File: src/rtl/div_sequencer.sv
// Sequential RV64M divide/remainder controller: restoring shift-subtract, one
// quotient bit per cycle, driving a shared 64-bit adder/subtractor.

module arithmetic_unit #(
   parameter int XLEN = 64
) (
   input  logic [XLEN-1:0] A,
   input  logic [XLEN-1:0] B,
   input  logic            AddnSub,
   input  logic            ExtWord,
   output logic [XLEN-1:0] AddY,
   output logic            Cout
);
   logic [XLEN:0] sum;

   always_comb begin
      sum  = {1'b0, A} + {1'b0, (AddnSub ? ~B : B)} + {{XLEN{1'b0}}, AddnSub};
      Cout = sum[XLEN];
      AddY = ExtWord ? {{(XLEN-32){sum[31]}}, sum[31:0]} : sum[XLEN-1:0];
   end
endmodule

module div_sequencer #(
   parameter int XLEN = 64
) (
   input  logic            clk,
   input  logic            reset,
   input  logic            start,
   input  logic [1:0]      op,
   input  logic            word,
   input  logic [XLEN-1:0] a,
   input  logic [XLEN-1:0] b,
   output logic            busy,
   output logic            done,
   output logic [XLEN-1:0] y
);
   typedef enum logic [2:0] {IDLE, PREP, ITER, FIX, DONE} state_t;

   state_t          state, nstate;
   logic [1:0]      op_r;
   logic            word_r;
   logic [XLEN-1:0] a_r, b_r;
   logic [XLEN-1:0] rem_r, quo_r, div_r;
   logic [5:0]      cnt;
   logic            sa_r, sb_r;

   logic            sgn, neg_a, neg_b, dz, ovf, take, cout;
   logic [XLEN-1:0] ea, eb, abs_a, abs_b, s, addy, q_fix, r_fix, res, special;

   function automatic logic [XLEN-1:0] wext(input logic w, input logic [XLEN-1:0] v);
      return w ? {{(XLEN-32){v[31]}}, v[31:0]} : v;
   endfunction

   arithmetic_unit #(.XLEN(XLEN)) u_au (
      .A       (s),
      .B       (div_r),
      .AddnSub (1'b1),
      .ExtWord (1'b0),
      .AddY    (addy),
      .Cout    (cout)
   );

   // Operand conditioning and result selection, all from latched operands.
   always_comb begin
      sgn     = ~op_r[0];
      ea      = word_r ? {{(XLEN-32){sgn & a_r[31]}}, a_r[31:0]} : a_r;
      eb      = word_r ? {{(XLEN-32){sgn & b_r[31]}}, b_r[31:0]} : b_r;
      neg_a   = sgn & ea[XLEN-1];
      neg_b   = sgn & eb[XLEN-1];
      abs_a   = neg_a ? -ea : ea;
      abs_b   = neg_b ? -eb : eb;
      dz      = (eb == '0);
      ovf     = sgn && (eb == '1) &&
                (ea == (word_r ? 64'hFFFF_FFFF_8000_0000 : 64'h8000_0000_0000_0000));
      special = dz ? (op_r[1] ? ea : '1) : (op_r[1] ? '0 : ea);
      s       = {rem_r[XLEN-2:0], (word_r ? quo_r[31] : quo_r[XLEN-1])};
      take    = rem_r[XLEN-1] | cout;
      q_fix   = (sa_r ^ sb_r) ? -quo_r : quo_r;
      r_fix   = sa_r ? -rem_r : rem_r;
      res     = op_r[1] ? r_fix : q_fix;
   end

   always_comb begin
      nstate = state;
      case (state)
         IDLE:    if (start) nstate = PREP;
         PREP:    nstate = (dz || ovf) ? DONE : ITER;
         ITER:    if (cnt == 6'd0) nstate = FIX;
         FIX:     nstate = DONE;
         DONE:    nstate = IDLE;
         default: nstate = IDLE;
      endcase
   end

   assign busy = (state != IDLE);
   assign done = (state == DONE);

   always_ff @(posedge clk) begin
      if (reset) state <= IDLE;
      else       state <= nstate;
   end

   always_ff @(posedge clk) begin
      if (reset) begin
         op_r   <= '0;
         word_r <= 1'b0;
         a_r    <= '0;
         b_r    <= '0;
         rem_r  <= '0;
         quo_r  <= '0;
         div_r  <= '0;
         cnt    <= '0;
         sa_r   <= 1'b0;
         sb_r   <= 1'b0;
         y      <= '0;
      end else begin
         case (state)
            IDLE: if (start) begin
               op_r   <= op;
               word_r <= word;
               a_r    <= a;
               b_r    <= b;
            end
            PREP: begin
               sa_r <= neg_a;
               sb_r <= neg_b;
               if (dz || ovf) begin
                  y <= wext(word_r, special);
               end else begin
                  rem_r <= '0;
                  quo_r <= abs_a;
                  div_r <= abs_b;
                  cnt   <= word_r ? 6'd31 : 6'd63;
               end
            end
            ITER: begin
               rem_r <= take ? addy : s;
               quo_r <= {quo_r[XLEN-2:0], take};
               if (cnt != 6'd0) cnt <= cnt - 6'd1;
            end
            FIX:     y <= wext(word_r, res);
            default: ;
         endcase
      end
   end
endmodule

File: config.mk
export PLATFORM = sky130hd
export DESIGN_NAME = div_sequencer
export DESIGN_NICKNAME = d
export VERILOG_FILES = /design/src/rtl/div_sequencer.sv
export SDC_FILE = /design/constraint.sdc
export NUM_CORES = 2
export LEC_CHECK = 0
export CORE_MARGIN = 8
export CORE_UTILIZATION = 40
export DETAILED_ROUTE_END_ITERATION = 16
export HOLD_SLACK_MARGIN = 0.02
export REMOVE_ABC_BUFFERS = 1
export SLEW_MARGIN = 0
export SYNTH_ARGS = -nofsm -noshare
export SYNTH_HDL_FRONTEND = slang
export SYNTH_SLANG_ARGS = --single-unit
export TNS_END_PERCENT = 30
File: constraint.sdc
create_clock -name clk -period 4.23 [get_ports clk]
set_clock_uncertainty 0.1 [all_clocks]
set_input_delay 1.269 -clock clk [delete_from_list [all_inputs] [get_ports clk]]
set_output_delay 1.269 -clock clk [all_outputs]
set_load 0.02 [all_outputs]
Word-level counts from Yosys, hierarchy flattened
Index checks and enable logic that the tools add are counted.
Storage, ports and cells
  bits in registers: 398
  bits of input ports: 134
  output and inout bits: 66
  logic and storage cells: 84
Cells by class
  $add $sub $neg: 7
  equal/unequal tests: 11
  multiplexer cells: 29
  bitwise logic cells: 9
  reductions and logical operators: 16
Operators with widths (number)
  2-to-1 mux 64 bit: 16
  case mux 64 bit (2 select lines): 3
  negator 64 bit: 4
  adder 64 x 64 -> 65 bit: 1
  adder 65 x 1 -> 65 bit (second input constant): 1
  equality test 64 bit: 1
  equality test 64 bit (second input constant): 1
  zero test 64 bit: 1
  NOT 64 bit: 1
  2-to-1 mux 63 bit: 1
  2-to-1 mux 6 bit: 3
  case mux 3 bit (4 select lines): 1
  case mux 6 bit (2 select lines): 1
  inequality test 2 bit (second input constant): 5
  AND reduction 2 bit: 5
  2-to-1 mux 3 bit: 3
  equality test 3 x 2 -> 1 bit (second input constant): 2
  zero test 6 bit: 1
  nonzero test 6 bit: 1
  subtractor 6 x 1 -> 6 bit (second input constant): 1
  AND 1 bit: 4
  nonzero test 2 bit: 2
  equality test 3 x 1 -> 1 bit (second input constant): 1
  equality test 3 bit (second input constant): 1
  other kinds (9): 11

Longest topological paths before layout
  depth after elaboration: 9
  mapped depth: 19
  depth with buffers taken out: 13

Modules after synthesis
A second synthesis with hierarchy kept.
Second synthesis, totals
  cells, all modules: 4071
  area, all modules: 28772.6 um^2
By module, submodules not included
  div_sequencer: times used 1, cells each 3368, area an instance 23989.3 um^2, sequential area each 7967.6 um^2
  arithmetic_unit: times used 1, cells each 703, area an instance 4783.3 um^2, sequential area each 0.0 um^2

Worst setup path after synthesis
Ideal clock, no wire load.
  kind: reg2reg
  start: reg word_r
  end: reg rem_r[60]
  setup time: 0.128 ns
  data arrival time: 4.310 ns
  required time: 4.002 ns
  slack: -0.309 ns
  cell stages (with the launch flop): 20
  path buffers: 6
  period minus slack after synthesis: 4.539 ns
  path through: dfxtp_1 > clkbuf_1 > clkbuf_1 > clkbuf_1 > clkbuf_1 > mux2i_1 > ha_1 > fa_1 > nor2b_1 > o2111ai_1 > a21oi_1 > o2111ai_1 > nand3_1 > a41oi_1 > o41a_1 > clkbuf_1 > and2_0 > clkbuf_1 > a22oi_1 > o31ai_1
On the way
  cells in the longest elaborated chain, start to end: 7
  elaborated cells between the ends (all ways): 17
  those cells by class: 2 x add/sub; 3 x eq/ne; 6 x mux; 1 x bitwise; 5 x reduce/logical
RTL lines
  from (decl): line 41  | logic word_r;
  from (signal assigned): line 120  | word_r <= word;
  branches (longest 7 deep; another with adder 64 x 64 -> 65 bit)
  to (signal assigned): line 137  | rem_r <= take ? addy : s;
  to (decl): line 43  | logic [XLEN-1:0] rem_r, quo_r, div_r;
Several ways; the timed one is not identified.
A chain may end at the register's enable or synchronous reset.

Worst setup path after layout
  start: reg word_r
  end: reg rem_r[63]
Same word-level chain as after synthesis.

==> metrics.md <==
| Metric | Value |
|---|---|
| Status | `completed` |
| Post-synth top area cell | `dfxtp_1` |
| Endpoints failing hold | `0` |
| Core footprint | `65,900 sq um` |
| Placed inst area | `29,800 sq um` |
| Synth cell count leaders | `nand2_1, a21oi_1, dfxtp_1` |
| Pin count of the biggest net entering global routing | `151` |
| Pwr per Cell Area | `416 nW/um^2` |
| Worst Setup SP | `word_r` |
| Max Root-Sink Buffers | `3` |
| Share of cells above drive strength 1 | `0.0651` |
| Unrepaired setup endpoints after global routing | `no` |
| Final setup viols | `0` |
| Root Driver | `clkbuf_16` |
| Mapped Avg Cell Area | `7.18 sq um` |
| Final Wtd Congestion | `0.968` |
| DIE WIDTH | `274 microns` |
| Element type at the critical path end | `register` |
| Top-area cell type share of the netlist area | `0.299` |
| Via Count | `27.3k` |
| GRT Overall Usage | `0.246` |
| Pre-Repair DR Iteration Count | `6` |
| Arrival @ worst endpoint | `4.23 ns` |
| Top-count cell post-synth | `nand2_1` |
| Fin crit share | `0.910` |
| Distinct cells, synth | `84` |
| Hold Crit Start | `div_r[34]` |
| Pins Over Slew Limit | `0` |
| Slew headroom | `0.293` |
| Fin crit period | `3.85 ns` |
| Required @ worst endpoint | `4.61 ns` |
| CTS tree | `done` |
| GRT overflow | `0` |
| # diodes | `0` |
| Worst skew pair latency | `0.61 ns` |
| Register area share after synthesis | `0.299` |
| Hold Buf Count CTS | `0` |
| Maximum VDD drop | `0.335 mV` |
| Design area | `31,500 sq um` |
| Nets@finish | `4,006` |
| Post-DRT Antenna Nets | `0` |
| Worst Setup Start Kind | `register` |
| FILL cells | `6,814` |
| Clock slew at reported path FFs | `0.06 ns` |
| RR Startpoint | `word_r` |
| Most used DFF post-synth | `dfxtp_1` |
| Initial DRC Count | `2,684` |
| Number of global-route vias before repair | `25.9k` |
| Site Rows | `94` |
| Routed wire length | `96.3 mm` |
| IO Count | `200` |
| Initial core utilization | `0.404` |
| Top post-synthesis cells by area | `dfxtp_1, nand2_1, a21oi_1` |
| DR DRC count | `0` |
| Synthesized instance count | `3,710` |
| First-pass GRT wire length | `149 mm` |
| Total die area | `75,100 sq um` |
| Number of flops mapped to enable cells by yosys | `0` |
| Post-cts resize count | `0` |
| H-Tree Level Count | `2` |
| Area added between synthesis and finish | `18.5%` |
| #FFs+latches synth | `398` |
| Warnings, synthesis | `0` |
| CTS buffer count | `49` |
| Post-DP HPWL | `71.9 mm` |
| Synth async-reset ratio | `0` |
| Post-CTS Repair Setup Buffers | `0` |
| Hold Crit Depth | `2` |
| Slew @ Worst Pin | `1.05 ns` |
| HP Class | `reg2reg` |
| Initial antenna violation count | `0` |
| Die Height | `274 microns` |
| WL per Instance | `20.5 microns` |
| Leakage power | `12.2 nW` |
| Fmax | `0.260 GHz` |
| Total Power | `13.1 mW` |
| Vias per cell | `5.80` |
| Port Buf Inserts | `199` |
| Worst Reg-to-Reg Cells | `13` |
| Critical Path Fanout Max | `22` |
| Pre-CTS setup slack | `0.355 ns` |
| Final Worst Setup Slack | `0.379 ns` |
| Clock sinks | `398` |
| Max-cap viol count | `0` |
| Netlist Area Pre-Place | `26,600 sq um` |
| Critical path class | `reg2reg` |
[power by group]
group / leakage (nW) / internal, mW / switching [mW] / total (mW)
Sequential: 3.24 / 4.01 / 0.354 / 4.36
Combinational: 8.12 / 1.61 / 2.60 / 4.21
Clock: 0.839 / 2.75 / 1.79 / 4.55
Total: 12.2 / 8.37 / 4.75 / 13.1
[logic make-up (layout without fill, tap and decap cells)]
family	count (synthesis)	after routing	share of synthesized area
simple gates	1367	1367	0.229
compound gates	1144	1144	0.269
flops	398	398	0.299
buf+inv	398	527	0.0575
xor+xnor	292	292	0.0961
fa+ha+maj	100	100	0.0446
mux	11	11	0.00418
[final timing paths]
check	slack (ns)	endpoint
worst max register to register	0.38	rem_r[63]
worst min-delay path	0.35	div_r[34]
worst min register to register	0.35	div_r[34]
worst max-delay path	0.38	rem_r[63]
[metrics by stage]
stage / util / hold WS, ns / setup TNS [ns] / std cells
2_1_floorplan: - / 0.326 / -736.74 / 3432
3_3_place_gp: 0.453 / 0.339 / 0 / 4613
3_5_place_dp: 0.453 / 0.347 / 0 / 4613
4_1_cts: 0.479 / 0.353 / 0 / 4703
5_1_grt: 0.479 / 0.371 / 0 / 4703
6_report: 0.479 / 0.352 / 0 / 4703
[layer usage]
layer	global-route usage	routed length, microns
met1	0.339	43500
met2	0.389	42400
met3	0.0352	7040
met4	0.0861	3400
met5	0	0
[critical path, cell delays in order, from the launching register on]
cell and delay, ns:
dfxtp_2 0.42, mux2i_1 0.18, ha_1 0.25, fa_1 0.40
nor2b_1 0.16, o2111ai_1 0.15, a21oi_1 0.32, o2111ai_1 0.18
nand3_1 0.19, a41oi_1 0.17, o41a_2 0.54, and2_0 0.18
buf_4 0.21, a221o_1 0.31
[cell type report]
cell class / instances / area [sq um] / area share
tap: 864 / 1080 / 0.0343
timing repair buffer: 317 / 3110 / 0.0985
clock inverter: 28 / 377 / 0.0119
inverter: 120 / 450 / 0.0143
multi-input combinational: 2914 / 17200 / 0.545
sequential: 398 / 7970 / 0.253
clock buffer: 62 / 1350 / 0.0427
[placed cells by master, fill, tap and decap left out, types with 13 or more instances in the layout]
cell type	count
a21oi_1	408
maj3_1	28
xnor2_1	150
xor2_1	140
o41ai_1	25
or2_2	15
a21o_1	30
inv_1	119
o22ai_1	18
o31ai_1	47
ha_1	71
clkdlybuf4s50_1	198
or4_1	20
o211ai_1	32
o21bai_1	16
nand2b_1	26
dfxtp_1	395
o21ai_1	40
nand3_1	49
buf_4	100
nor2_1	372
a32o_1	16
a211oi_1	59
a22oi_1	49
or3_1	31
a31oi_1	38
a221oi_1	40
a21boi_0	13
nor3_1	81
clkbuf_16	51
o21ai_0	202
nor4_1	47
nand4_1	45
buf_12	18
nand2_1	601
[state kept, by name (all words and copies together), names as in the netlist, 2 cells and up]
register  cells
a_r          64
b_r          64
div_r        64
quo_r        64
rem_r        64
y            64
cnt           6
state         3
op_r          2
Note: power is estimated with default switching activity, not from simulation.
